--- src/rtl/seg_scan_pkg.sv ---
// Shared constants and types for the multiplexed segment scanner.
// No logic; no latency.
// No flow control.
package seg_scan_pkg;

    localparam int SEG_A  = 0;
    localparam int SEG_B  = 1;
    localparam int SEG_C  = 2;
    localparam int SEG_D  = 3;
    localparam int SEG_E  = 4;
    localparam int SEG_F  = 5;
    localparam int SEG_G  = 6;
    localparam int SEG_DP = 7;
    localparam int SEG_W  = SEG_DP + 1;

    localparam int DEF_SLOT_CYCLES  = 1024;
    localparam int DEF_BLANK_CYCLES = 64;

    typedef enum logic {
        IDLE = 1'b0,
        SCAN = 1'b1
    } scan_state_t;

endpackage

--- src/rtl/seg_scan_timer.sv ---
// Slot counter and round-robin digit index; flags the frame-end cycle and pulses frame_start.
// frame_start is registered, aligned with the output stage of the digit-0 cnt=0 cycle.
// No backpressure; dropping enable abandons the slot and returns to cnt=0, digit 0.
module seg_scan_timer
    import seg_scan_pkg::*;
#(
    parameter int NUM_DIGITS  = 4,
    parameter int IDX_W       = 2,
    parameter int SLOT_CYCLES = DEF_SLOT_CYCLES,
    parameter int CNT_W       = $clog2(SLOT_CYCLES)
) (
    input  logic             clk,
    input  logic             rst,
    input  logic             enable,
    output logic             scan,
    output logic [CNT_W-1:0] cnt,
    output logic [IDX_W-1:0] cur_digit,
    output logic             frame_end,
    output logic             frame_start
);

    scan_state_t      state_q, state_d;
    logic [CNT_W-1:0] cnt_q, cnt_d;
    logic [IDX_W-1:0] dig_q, dig_d;
    logic             last_cnt, last_dig;

    assign scan      = (state_q == SCAN) && enable;
    assign last_cnt  = (32'(cnt_q) == SLOT_CYCLES - 1);
    assign last_dig  = (32'(dig_q) == NUM_DIGITS - 1);
    assign frame_end = scan && last_cnt && last_dig;
    assign cnt       = cnt_q;
    assign cur_digit = dig_q;

    always_ff @(posedge clk or posedge rst) begin
        if (rst) begin
            state_q     <= IDLE;
            cnt_q       <= '0;
            dig_q       <= '0;
            frame_start <= 1'b0;
        end else begin
            state_q     <= state_d;
            cnt_q       <= cnt_d;
            dig_q       <= dig_d;
            frame_start <= scan && (cnt_q == '0) && (dig_q == '0);
        end
    end

    // The first SCAN cycle always starts at cnt=0 of digit 0 because IDLE holds both at zero.
    always_comb begin
        state_d = enable ? SCAN : IDLE;
        cnt_d   = cnt_q;
        dig_d   = dig_q;
        if (!scan) begin
            cnt_d = '0;
            dig_d = '0;
        end else if (last_cnt) begin
            cnt_d = '0;
            dig_d = last_dig ? '0 : dig_q + 1'b1;
        end else begin
            cnt_d = cnt_q + 1'b1;
        end
    end

endmodule

--- src/rtl/seg_scan_scheduler.sv ---
// Multiplexes a double-buffered per-digit segment frame onto one segment bus with blanking and PWM.
// seg_out/dig_en are registered one cycle after the cnt/cur_digit state that selects them.
// wr_ready drops only in a frame-end cycle that swaps banks; the write then retries next cycle.
module seg_scan_scheduler
    import seg_scan_pkg::*;
#(
    parameter int NUM_DIGITS   = 4,
    parameter int IDX_W        = 2,
    parameter int SLOT_CYCLES  = DEF_SLOT_CYCLES,
    parameter int BLANK_CYCLES = DEF_BLANK_CYCLES
) (
    input  logic                  clk,
    input  logic                  rst,
    input  logic                  enable,
    input  logic [3:0]            bright,
    input  logic                  wr_valid,
    output logic                  wr_ready,
    input  logic [IDX_W-1:0]      wr_idx,
    input  logic [SEG_W-1:0]      wr_data,
    input  logic                  commit,
    output logic [SEG_W-1:0]      seg_out,
    output logic [NUM_DIGITS-1:0] dig_en,
    output logic                  frame_start,
    output logic [IDX_W-1:0]      cur_digit,
    output logic                  wr_err
);

    localparam int CNT_W = $clog2(SLOT_CYCLES);

    logic             scan, frame_end;
    logic [CNT_W-1:0] cnt;
    logic [SEG_W-1:0] shadow [NUM_DIGITS];
    logic [SEG_W-1:0] active [NUM_DIGITS];
    logic             pending_q, swap, wr_fire, in_range, lit;

    seg_scan_timer #(
        .NUM_DIGITS  (NUM_DIGITS),
        .IDX_W       (IDX_W),
        .SLOT_CYCLES (SLOT_CYCLES),
        .CNT_W       (CNT_W)
    ) u_timer (
        .clk         (clk),
        .rst         (rst),
        .enable      (enable),
        .scan        (scan),
        .cnt         (cnt),
        .cur_digit   (cur_digit),
        .frame_end   (frame_end),
        .frame_start (frame_start)
    );

    // Outside SCAN there is no frame boundary, so a pending commit is published straight away.
    assign swap     = (frame_end && (pending_q || commit)) || (!scan && pending_q);
    assign wr_ready = !(frame_end && (pending_q || commit));
    assign wr_fire  = wr_valid && wr_ready;
    assign in_range = 32'(wr_idx) < NUM_DIGITS;
    assign lit      = scan && (32'(cnt) >= BLANK_CYCLES) && (cnt[3:0] < bright);

    always_ff @(posedge clk or posedge rst) begin
        if (rst) begin
            pending_q <= 1'b0;
            wr_err    <= 1'b0;
            for (int i = 0; i < NUM_DIGITS; i++) begin
                shadow[i] <= '0;
                active[i] <= '0;
            end
        end else begin
            pending_q <= swap ? 1'b0 : (pending_q || commit);
            wr_err    <= wr_err || (wr_fire && !in_range);
            for (int i = 0; i < NUM_DIGITS; i++) begin
                if (wr_fire && in_range && (wr_idx == IDX_W'(i)))
                    shadow[i] <= wr_data;
                if (swap)
                    active[i] <= shadow[i];
            end
        end
    end

    always_ff @(posedge clk or posedge rst) begin
        if (rst) begin
            seg_out <= '0;
            dig_en  <= '0;
        end else begin
            seg_out <= lit ? active[cur_digit] : '0;
            dig_en  <= lit ? (NUM_DIGITS'(1) << cur_digit) : '0;
        end
    end

endmodule

--- config.mk ---
export PLATFORM = sky130hd
export DESIGN_NAME = seg_scan_scheduler
export DESIGN_NICKNAME = d
export VERILOG_FILES = /design/src/rtl/seg_scan_pkg.sv /design/src/rtl/seg_scan_timer.sv /design/src/rtl/seg_scan_scheduler.sv
export SDC_FILE = /design/constraint.sdc
export NUM_CORES = 1
export LEC_CHECK = 0
export ABC_AREA = 0
export BUFFER_PORTS_ARGS = -buffer_cell sky130_fd_sc_hd__buf_2
export CAP_MARGIN = 40
export CORE_MARGIN = 2
export CORE_UTILIZATION = 50
export CTS_BUF_LIST = sky130_fd_sc_hd__clkbuf_8
export CTS_CLUSTER_SIZE = 14
export DETAILED_ROUTE_END_ITERATION = 12
export HOLD_SLACK_MARGIN = 0.1
export PLACE_DENSITY = 0.71
export SETUP_SLACK_MARGIN = 0.05
export SLEW_MARGIN = 20
export SYNTH_ARGS = -nofsm -noshare
export SYNTH_HDL_FRONTEND = slang
export SYNTH_HIERARCHICAL = 1
export SYNTH_SLANG_ARGS = --single-unit
export TNS_END_PERCENT = 1
--- constraint.sdc ---
create_clock -name clk -period 4.02 [get_ports clk]
set_clock_uncertainty 0.1 [all_clocks]
set_input_delay 0.201 -clock clk [delete_from_list [all_inputs] [get_ports clk]]
set_output_delay 0.201 -clock clk [all_outputs]
set_load 0.01 [all_outputs]
==> key figures, run 1 <==
Critical path
  • Worst path cell trace: dlygate4sd3_1 > buf_2 > nand2_1 > clkinv_1 > and3_1 > o21a_4 > inv_2 > and4b_1 > mux2_2
  • Register-to-register setup slack: 1.19 ns
  • Slowest-stage cell, CP: dlygate4sd3_1
  • Required time of the critical path: 4.17 ns
  • Worst Path Arrival: 2.98 ns
  • Worst Path Class, Setup: input pin to register
  • Delay of the slowest cell on the worst path: between 0.5 and 0.6 ns
  • Largest fanout of any net on the critical path: 11
  • Kind of launch point of the worst setup path: input pin
  • Capturing element type of the critical path: register

Synthesis
  • Yosys synthesis warning count: 6
  • Area share of the largest cell type after synthesis: 58.2%
  • Post-synthesis async set-or-reset flop share: 100%
  • Part of the Yosys area used for sequential elements: 58.2%
  • Library cell with the largest summed area after synthesis: dfrtp_1
  • Number of flip-flops and latches in the synthesized netlist: 91
  • Number of distinct library cells after synthesis: 44
  • Number of instances in the synthesized netlist: 272
  • Net count after synthesis: 298
  • Dominant register cell in the synthesized netlist: dfrtp_1
  • Cell types with the largest area share after synthesis: dfrtp_1 58%, mux2_2 18%, mux4_2 4.6%
  • Average cell area after synthesis: 14.4 um^2
  • Number of flops mapped to enable cells by yosys: 0
  • Netlist area before placement: 3910 um^2

Timing
  • Smallest setup slack after layout: roughly 1.2 ns
  • Time the final worst path needs with I/O delays and setup: 2.83 ns
  • Unrepaired setup endpoints after global routing: no
  • Number of max-slew violations in the final report: 0
  • Setup Total Neg Slack: 0 ns
  • Final number of setup-violating endpoints: 0
  • Final-report hold violation count: 0
  • Worst Hold Slack: 0.235 ns
  • Worst relative slew slack: around 56%
  • Pin slew with the least headroom to its limit: 0.653 ns
  • Max Freq: 0.353 GHz
  • Post-route clock period utilization: a little over two thirds

Pwr
  • Design internal power: 1.69 mW
  • Sequential share of power: between 50% and 60%
  • Share of total power in the clock network: 26.7%
  • Net Sw Power: approximately 0.55 mW
  • Relative contribution of combinational cells to total power: around 18%
  • Final Total Pwr: 2.23 mW
  • Highest ir drop seen on vdd: 0.302 mV
  • Static leakage power: around 2 nW
  • Power Dens Cells: 495 nW/um^2
  • Switching Share: between 20% and 30%

Layout
  • Area growth from synthesis to layout: 15.4%
  • Fill cell total of the finished layout: approximately 600
  • Antenna diode count: 0
  • Cell area after layout: 4510 um^2
  • Final Non-Filler Cells: 429
  • Final net count: 349
  • Multi-input combinational cell area: about 1500 um^2
  • Core occupancy in the finished layout: 59.0%
  • Share of post-route cells with drive strength above 1: 41.6%
  • Flip-flop and latch area: 2280 um^2

Route
  • Violation count after the first detailed-route iteration: 89
  • Antenna Violating Nets Remaining: 0
  • Drt drc: 0
  • Total detailed-routing wirelength: 6830 um
  • Drt first pass iters: 4
  • Wire length per cell after detailed routing: 15.9 um
  • Count of vias placed by the detailed router: 2299
  • Number of vias per cell after detailed routing: 5.36

Floorplan
  • Die boundary width: about 90 um
  • Core ar.: 7650 um^2
  • Die area: roughly 8500 um^2
  • Boundary Pins: 36
  • Starting Density: 51.1%
  • Placement Rows: 32
  • Vertical die dimension: approximately 92 um

Global route
  • First-pass GRT wire length: 11600 um
  • Tot GR Track Use: 17.8%
  • Overflow after GRT: 0
  • Maximum number of pins on one net before global-route repair: 37
  • Via count of the first global-routing pass: around 2300
  • Antenna violations before repair: 0

CTS
  • H-tree levels: 3
  • CTS tree: built
  • CTS Hold Buffers Added: 11
  • Clock sink count: 91
  • Post-CTS setup buffer count: 0
  • Register clock-pin slew on the reported worst setup and hold paths: approximately 0.090 ns
  • Num CTS Buffers: 9
  • Number of buffers on the longest clock path: 2
  • Number of cells upsized or downsized after cts: 0
  • Clock latency reported for the late side of the worst-skew pair: 0.35 ns
  • Root Buffer: clkbuf_8

Place
  • PortBufs: 34
  • Final weighted congestion in routability-driven placement: around 0.9
  • Placed Area: 4200 um^2
  • Worst slack, placed: 1.21 ns
  • Estimated wirelength of the detail-placed design: 4620 um
  • Placed Cells: 402

Run status
  • Run status: completed

Min path
  • Min-delay worst type: input pin to register

Job
  • Max cap viols: 0
-- cell families after synthesis --
family | share of synthesized area (%)
mux | 23.8
fa+ha+maj | 2.24
other cells | 0.0959
simple gates | 9.92
compound gates | 2.30
xor+xnor | 0.672
buf+inv | 2.75
flops | 58.2
-- final cells by class --
type / count / area share, %
inverter: 13 / 1.08
clock buffer: 9 / 2.75
sequential: 91 / 50.5
multi-input combinational: 158 / 33.8
tap: 102 / 2.83
clock inverter: 6 / 1.47
timing repair buffer: 50 / 7.57
-- worst paths after layout --
kind | from | endpoint | depth (start not counted)
worst max register to register | u_timer/cnt[0]$_DFF_PP0_ | active[7]$_DFFE_PP0P_ | 8
worst min register to register | shadow[11]$_DFFE_PP0P_ | active[11]$_DFFE_PP0P_ | 1
worst min-delay path | wr_idx[0] | shadow[10]$_DFFE_PP0P_ | 3
max in group asynchronous | rst | seg_out[5]$_DFF_PP0_ | 5
worst max-delay path | enable | shadow[22]$_DFFE_PP0P_ | 9
min in group asynchronous | rst | seg_out[0]$_DFF_PP0_ | 3
-- power groups by stage --
stage	Clock (mW)	Combinational (mW)	Sequential [mW]
6_report	0.595	0.395	1.24
5_1_grt	0.656	0.432	1.28
4_1_cts	0.613	0.403	1.24
3_5_place_dp	0	0.392	1.26
3_3_place_gp	0	0.373	1.25
2_1_floorplan	0	0.337	1.22
-- flip-flops by register name, summed over array words and instances, names as in the netlist --
| register | count |
|---|---|
| active | 32 |
| shadow | 32 |
| u_timer/cnt | 10 |
| seg_out | 8 |
| dig_en | 4 |
| u_timer/cur_digit | 2 |
| pending_q | 1 |
| u_timer/frame_start | 1 |
| u_timer/state_q | 1 |
-- cells in the mapped netlist, types with 2 or more instances --
master,count
dfrtp_1,91
mux2_2,64
inv_1,11
nand2_1,11
nor3b_1,10
mux4_2,8
ha_1,7
nor2_1,7
buf_2,5
nand3_1,5
a21oi_1,4
nor3_1,4
mux2i_1,3
or4_1,3
buf_4,2
nand4_1,2
nor4_1,2
nor4b_1,2
o211ai_1,2
o21ai_0,2
or3_1,2
or3_2,2
xor2_1,2
-- cells in the final DEF, fill, tap and decap left out, types with 3 or more instances in the layout --
cell type	n
a21oi_1	4
buf_2	34
buf_4	3
clkbuf_8	9
dfrtp_1	91
dlygate4sd3_1	11
ha_1	7
inv_1	11
mux2_2	64
mux2i_1	3
mux4_2	8
nand2_1	11
nand3_1	5
nor2_1	7
nor3_1	4
nor3b_1	10
or4_1	3
-- metal layers --
layer / global-route usage [%] / vias up / wire length, um
met3: 6.27 / 8 / 318
met2: 28.7 / 44 / 3400
met5: 0 / - / 0
li1: - / 1071 / -
met4: 4.98 / 0 / 71
met1: 22.8 / 1176 / 3030
-- critical path, delay by kind of cell --
kind / cells / cell delay, ns
AOI/OAI and AO/OA: 1 / 0.15
buffers and inverters: 4 / 1.10
muxes: 1 / 0.39
and+or+nand+nor: 3 / 1.13
No activity file was read; power rests on OpenSTA's default activity.
==> inputs of run 2 (changes only) <==
Clock period 4.02 ns to 2.8 ns, I/O delays scaled along.
==> run 2 against run 1 <==
Sequential power increased by 44%. Global-route usage increased by 0.47 points. First-iteration DRC count increased by 2.2%. Largest power group unchanged. Highest routed layer unchanged. Via count increased by 2.1%. Power increased by 49%. Flip-flop and latch count unchanged. Register-to-register slack got worse by 0.84 ns. Critical path type is now register to register. Sequential share of layout area decreased by 0.61 points. Critical path depth decreased by 1. Largest cell class unchanged. Routed wire length increased by 5.1%.
==> key figures, run 2 (synthesis results as in run 1) <==
Route
  • Drt drc: 0 (unchanged)
  • Drt first pass iters: 4 (unchanged)
  • Total detailed-routing wirelength: 7180 um (+5.1%)
  • Antenna Violating Nets Remaining: 0 (unchanged)
  • Number of vias per cell after detailed routing: 5.37 (+0.22%)
  • Violation count after the first detailed-route iteration: 91 (+2.2%)
  • Wire length per cell after detailed routing: 16.4 um (+3.2%)
  • Count of vias placed by the detailed router: 2347 (+2.1%)

Timing
  • Pin slew with the least headroom to its limit: 0.709 ns (+0.0554 ns)
  • Final-report hold violation count: 0 (unchanged)
  • Time the final worst path needs with I/O delays and setup: roughly 2.5 ns
  • Final number of setup-violating endpoints: 0 (unchanged)
  • Number of max-slew violations in the final report: 0 (unchanged)
  • Smallest setup slack after layout: 0.343 ns (-0.843 ns)
  • Worst relative slew slack: 52.7% (-3.8 points)
  • Max Freq: just over 0.4 GHz
  • Setup Total Neg Slack: 0 ns (unchanged)
  • Unrepaired setup endpoints after global routing: no
  • Post-route clock period utilization: 87.8%

Layout
  • Antenna diode count: 0 (unchanged)
  • Share of post-route cells with drive strength above 1: 42.7% (+1.1 points)
  • Flip-flop and latch area: 2280 um^2 (unchanged)
  • Final net count: 356 (+2.0%)
  • Area growth from synthesis to layout: 16.8%
  • Most frequent standard cell in the layout excluding fill and tap cells: dfrtp_1
  • Cell area after layout: 4570 um^2 (+1.2%)
  • Fill cell total of the finished layout: 605 (+0.50%)
  • Multi-input combinational cell area: 1530 um^2 (unchanged)
  • Highest-count cells in the layout ignoring fill and taps: 91 x dfrtp_1, 64 x mux2_2, 34 x buf_2

Pwr
  • Net Sw Power: 0.805 mW (+48%)
  • Final Total Pwr: 3.32 mW (+49%)
  • Sequential share of power: 53.8% (-1.8 points)
  • Relative contribution of combinational cells to total power: 17.4% (-0.3 points)
  • Power Dens Cells: 728 nW/um^2 (+47%)
  • Switching Share: 24.2% (-0.21 points)
  • Static leakage power: 2.02 nW (+2.4%)
  • Design internal power: 2.52 mW (+49%)
  • Share of total power in the clock network: 28.7% (+2.0 points)
  • Highest ir drop seen on vdd: 0.448 mV (+48%)

Critical path
  • Top cell family by delay on the critical path: flip-flops
  • Crit path depth: 8 (-1)
  • Number of buffers and inverters on the critical path: 2 (-2)
  • Path depth of the worst reg2reg path: 8 (unchanged)
  • Worst Path Arrival: 2.59 ns (-0.39 ns)
  • Required time of the critical path: 2.93 ns (-1.24 ns)
  • Kind of launch point of the worst setup path: register
  • Largest fanout of any net on the critical path: 20 (+9)
  • Capturing element type of the critical path: register
  • Slowest-stage cell, CP: dfrtp_1
  • Delay of the slowest cell on the worst path: 0.48 ns (-0.05 ns)
  • Worst path cell trace: ha_1 > inv_1 > nor3_2 > and3_1 > a21oi_1 > a21oi_2 > buf_4 > mux2_2
  • Worst Path Class, Setup: register to register

Place
  • Placed Area: 4240 um^2 (+0.95%)
  • Estimated wirelength of the detail-placed design: 4750 um (+2.8%)
  • PortBufs: 34 (unchanged)
  • Final weighted congestion in routability-driven placement: 0.876 (about the same)
  • Worst slack, placed: 0.361 ns (-0.848 ns)

Floorplan
  • Die boundary width: 92.4 um (unchanged)
  • Boundary Pins: 36 (unchanged)
  • Placement Rows: 32 (unchanged)
  • Starting Density: 51.1% (unchanged)
  • Core ar.: 7650 um^2 (unchanged)
  • Vertical die dimension: 92.4 um (unchanged)
  • Die area: 8550 um^2 (unchanged)

CTS
  • Register clock-pin slew on the reported worst setup and hold paths: 0.09 ns (about the same)
  • H-tree levels: 3 (unchanged)
  • Clock sink count: 91 (unchanged)
  • Root Buffer: clkbuf_8
  • CTS tree: built
  • Clock latency reported for the late side of the worst-skew pair: 0.35 ns (about the same)
  • Post-CTS setup buffer count: 0 (unchanged)
  • Num CTS Buffers: 9 (unchanged)
  • Number of buffers on the longest clock path: 2 (unchanged)

Global route
  • First-pass GRT wire length: 11900 um (+3.2%)
  • Overflow after GRT: 0 (unchanged)
  • Via count of the first global-routing pass: 2427 (+4.7%)
  • Maximum number of pins on one net before global-route repair: 35 (-5.4%)
  • Tot GR Track Use: 18.2% (+0.47 points)
  • Antenna violations before repair: 0 (unchanged)

Min path
  • Hold path depth: 3 (unchanged)
  • Min-delay worst type: input pin to register

Run status
  • Run status: completed

Job
  • Max cap viols: 0 (unchanged)
run 2: through the flow:
step	hold slack, ns	instances	utilization (%)
2_1_floorplan	-0.0708	272	-
3_3_place_gp	0.119	410	55.4
3_5_place_dp	0.127	410	55.4
4_1_cts	0.271	437	59.7
5_1_grt	0.279	437	59.7
6_report	0.273	437	59.7
run 2: cell type report:
type | count | area share, %
Timing Repair Buffer | 57 | 8.11
Clock buffer | 9 | 2.71
Tap cell | 102 | 2.79
Multi-Input combinational cell | 158 | 33.4
Inverter | 13 | 1.07
Sequential cell | 91 | 49.9
Clock inverter | 7 | 2.03
run 2: path summary, 6_finish.rpt:
kind,from,endpoint,slack [ns]
setup / recovery,u_timer/cnt[0]$_DFF_PP0_,active[2]$_DFFE_PP0P_,0.34
hold / removal,wr_valid,shadow[28]$_DFFE_PP0P_,0.27
setup reg to reg,u_timer/cnt[0]$_DFF_PP0_,active[2]$_DFFE_PP0P_,0.34
hold reg to reg,shadow[15]$_DFFE_PP0P_,active[15]$_DFFE_PP0P_,0.40
max in group asynchronous,rst,active[28]$_DFFE_PP0P_,1.47
min in group asynchronous,rst,u_timer/state_q$_DFF_PP0_,0.28
run 2: routing by layer:
layer	up-vias	share of wire, %	global-route usage, %
met5	-	0	0
met4	0	2.1	8.58
met3	14	2.6	2.77
met2	35	50	29.9
met1	1205	45	24.0
li1	1093	-	-
run 2: what timing repair did:
item	4_1_cts	5_1_grt
resized for setup	0	0
endpoints found under the hold margin	80	0
hold buffers	11	0
run 2: tightest hold or removal path: stages:
cell and delay, ns:
buf_2 0.12, nand3_2 0.23, mux2_2 0.20
run 2: power by group through the flow:
stage / logic, mW / registers, mW / clock network (mW)
floorplan: 0.483 / 1.75 / 0
CTS: 0.591 / 1.79 / 0.976
global route: 0.633 / 1.83 / 1.03
detailed placement: 0.576 / 1.82 / 0
finish: 0.580 / 1.79 / 0.955
global placement: 0.550 / 1.80 / 0
==> inputs of run 3 (changes only) <==
==> constraint.sdc (replaced) <==
create_clock -name clk -period 2.8 [get_ports clk]
set_clock_uncertainty 0.1 [all_clocks]
set_input_delay 0.56 -clock clk [delete_from_list [all_inputs] [get_ports clk]]
set_output_delay 0.56 -clock clk [all_outputs]
set_load 0.01 [all_outputs]
==> run 3 against run 2 <==
Non-clock buffer count is 11 lower. Sequential power is essentially flat. Register-to-register slack improved by 0.05 ns. Maximum frequency shrank 5.7%. Via count is 1.6% lower. Combinational power shrank 1%. First-iteration DRC count decreased by 7.7%. Hold slack got worse by 0.13 ns. Critical path type is now register to primary output.
==> key figures, run 3 (synthesis results as in run 1) <==
Place
  • PortBufs: 34 (unchanged)
  • Estimated wirelength of the detail-placed design: 4750 um (+0.12%)
  • Final weighted congestion in routability-driven placement: 0.847 (-3.4%)

Critical path
  • Worst path cell trace: ha_2 > inv_1 > nor3_2 > and3_1 > o21a_4 > inv_2 > buf_2
  • Beginning of the critical path: u_timer/cnt[0]$_DFF_PP0_
  • Number of buffers and inverters on the critical path: 3 (+1)
  • Capturing point of the worst reg2reg path: shadow[20]$_DFFE_PP0P_
  • Launch point of the worst reg-to-reg path: u_timer/cnt[0]$_DFF_PP0_
  • Path depth of the worst reg2reg path: 8 (unchanged)
  • Slowest-stage cell, CP: dfrtp_2
  • Kind of launch point of the worst setup path: register
  • Delay of the slowest cell on the worst path: 0.44 ns (-0.04 ns)
  • Top cell family by delay on the critical path: flip-flops
  • Register-to-register setup slack: 0.39 ns (+0.05 ns)
  • Worst Path Arrival: 1.95 ns (-0.64 ns)
  • Worst Path Class, Setup: register to primary output
  • Required time of the critical path: 2.14 ns (-0.79 ns)
  • Capturing element type of the critical path: primary output
  • Largest fanout of any net on the critical path: 8 (-60%)

Timing
  • Setup Total Neg Slack: 0 ns (unchanged)
  • Pin slew with the least headroom to its limit: 0.555 ns (-0.153 ns)
  • Max Freq: 0.384 GHz (-5.7%)
  • Post-route clock period utilization: 93.1% (+5.3 points)
  • Time the final worst path needs with I/O delays and setup: 2.61 ns (+0.148 ns)
  • Final-report hold violation count: 0 (unchanged)
  • Final number of setup-violating endpoints: 0 (unchanged)
  • Worst relative slew slack: 62.9% (+10 points)
  • Unrepaired setup endpoints after global routing: no
  • Number of max-slew violations in the final report: 0 (unchanged)

Route
  • Drt drc: 0 (unchanged)
  • Number of vias per cell after detailed routing: 5.42 (+0.96%)
  • Highest layer used for signal routing: met4
  • Antenna Violating Nets Remaining: 0 (unchanged)
  • Violation count after the first detailed-route iteration: 84 (-7.7%)
  • Met3 routed WL: 188 um (+1.1%)
  • Drt first pass iters: 6 (+2)
  • Routed metal-1 wire length: 3240 um (+0.62%)
  • Wire length per cell after detailed routing: 16.6 um (+1.0%)
  • Met2 Routed Length: 3540 um (-2.2%)
  • Total detailed-routing wirelength: 7070 um (-1.5%)
  • Count of vias placed by the detailed router: 2310 (-1.6%)

Floorplan
  • Die area: 8550 um^2 (unchanged)
  • Die boundary width: 92.4 um (unchanged)
  • Placement Rows: 32 (unchanged)
  • Core ar.: 7650 um^2 (unchanged)
  • Boundary Pins: 36 (unchanged)
  • Vertical die dimension: 92.4 um (unchanged)
  • Starting Density: 51.1% (unchanged)

Global route
  • Overflow after GRT: 0 (unchanged)
  • Via count of the first global-routing pass: 2360 (-2.8%)
  • Tot GR Track Use: 18.4% (+0.15 points)
  • First-pass GRT wire length: 11900 um (-0.29%)
  • Maximum number of pins on one net before global-route repair: 37 (+5.7%)
  • Antenna violations before repair: 0 (unchanged)

Pwr
  • Highest ir drop seen on vdd: 0.376 mV (-16%)
  • Share of total power in the clock network: 26.1% (-2.6 points)
  • Power Dens Cells: 717 nW/um^2 (-1.5%)
  • Switching Share: 24.3% (+0.074 points)
  • Relative contribution of combinational cells to total power: 17.9% (+0.5 points)
  • Final Total Pwr: 3.19 mW (-3.9%)
  • Design internal power: 2.42 mW (-4.0%)
  • Sequential share of power: 55.9% (+2.1 points)
  • Static leakage power: 1.97 nW (-2.5%)
  • Net Sw Power: 0.776 mW (-3.6%)

CTS
  • Num CTS Buffers: 9 (unchanged)
  • Clock latency reported for the late side of the worst-skew pair: 0.35 ns (about the same)
  • CTS Hold Buffers Added: 0 (-11)
  • H-tree levels: 3 (unchanged)
  • Clock sink count: 91 (unchanged)
  • Root Buffer: clkbuf_8
  • CTS tree: built
  • Register clock-pin slew on the reported worst setup and hold paths: 0.09 ns (about the same)
  • Number of buffers on the longest clock path: 2 (unchanged)

Layout
  • Share of post-route cells with drive strength above 1: 45.1% (+2.4 points)
  • Highest-count cells in the layout ignoring fill and taps: 89 x dfrtp_1, 64 x mux2_2, 34 x buf_2
  • Most frequent standard cell in the layout excluding fill and tap cells: dfrtp_1
  • Area growth from synthesis to layout: 13.9%
  • Fill cell total of the finished layout: 624 (+3.1%)
  • Final net count: 345 (-3.1%)
  • Antenna diode count: 0 (unchanged)

Run status
  • Run status: completed

Min path
  • Min-delay worst type: input pin to asynchronous set/reset pin

Job
  • Max cap viols: 0 (unchanged)
==> run 3: power by group through the flow <==
stage	logic, mW	clock network (mW)	registers [mW]
after floorplan	0.483	0	1.75
after global placement	0.557	0	1.80
after detailed placement	0.578	0	1.82
after CTS	0.580	0.861	1.79
after global routing	0.627	0.926	1.83
final	0.573	0.835	1.79
==> run 3: metrics by stage <==
| step | utilization, % | instances | instance area (um^2) | setup slack [ns] | hold slack (ns) |
|---|---|---|---|---|---|
| floorplan | - | 272 | 3910 | 0.173 | 0.349 |
| global placement | 55.5 | 407 | 4240 | 0.375 | 0.381 |
| detailed placement | 55.6 | 408 | 4250 | 0.335 | 0.385 |
| CTS | 58.0 | 424 | 4440 | 0.0936 | 0.151 |
| global route | 58.3 | 426 | 4460 | 0.0549 | 0.178 |
| finish | 58.3 | 426 | 4460 | 0.195 | 0.147 |
==> run 3: area by class of cell <==
class	count	area [um^2]	area share (%)
clock buffer	9	124	2.78
clock inverter	7	61.3	1.38
inverter	13	48.8	1.10
multi-input combinational	158	1530	34.3
sequential	91	2280	51.2
tap	102	128	2.86
timing repair buffer	46	285	6.40
==> run 3: worst max path at each step <==
stage	to	slack, ns	cells past startpoint
detailed placement	shadow[20]$_DFFE_PP0P_	0.34	8
CTS	wr_ready	0.09	7
global placement	shadow[19]$_DFFE_PP0P_	0.38	8
global route	wr_ready	0.05	7
finish	wr_ready	0.19	7
floorplan	active[0]$_DFFE_PP0P_	0.17	1
==> run 3: layer usage <==
| metal | vias up | global-route usage (%) |
|---|---|---|
| li1 | 1063 | - |
| met1 | 1201 | 24.1 |
| met2 | 39 | 30.5 |
| met3 | 7 | 3.25 |
| met4 | 0 | 7.34 |
| met5 | - | 0 |
==> run 3: repair_timing <==
item	4_1_cts	5_1_grt
endpoints found under the hold margin	0	0
endpoints found under the setup margin	0	1
gates resized for setup	0	3
setup buffers	0	2
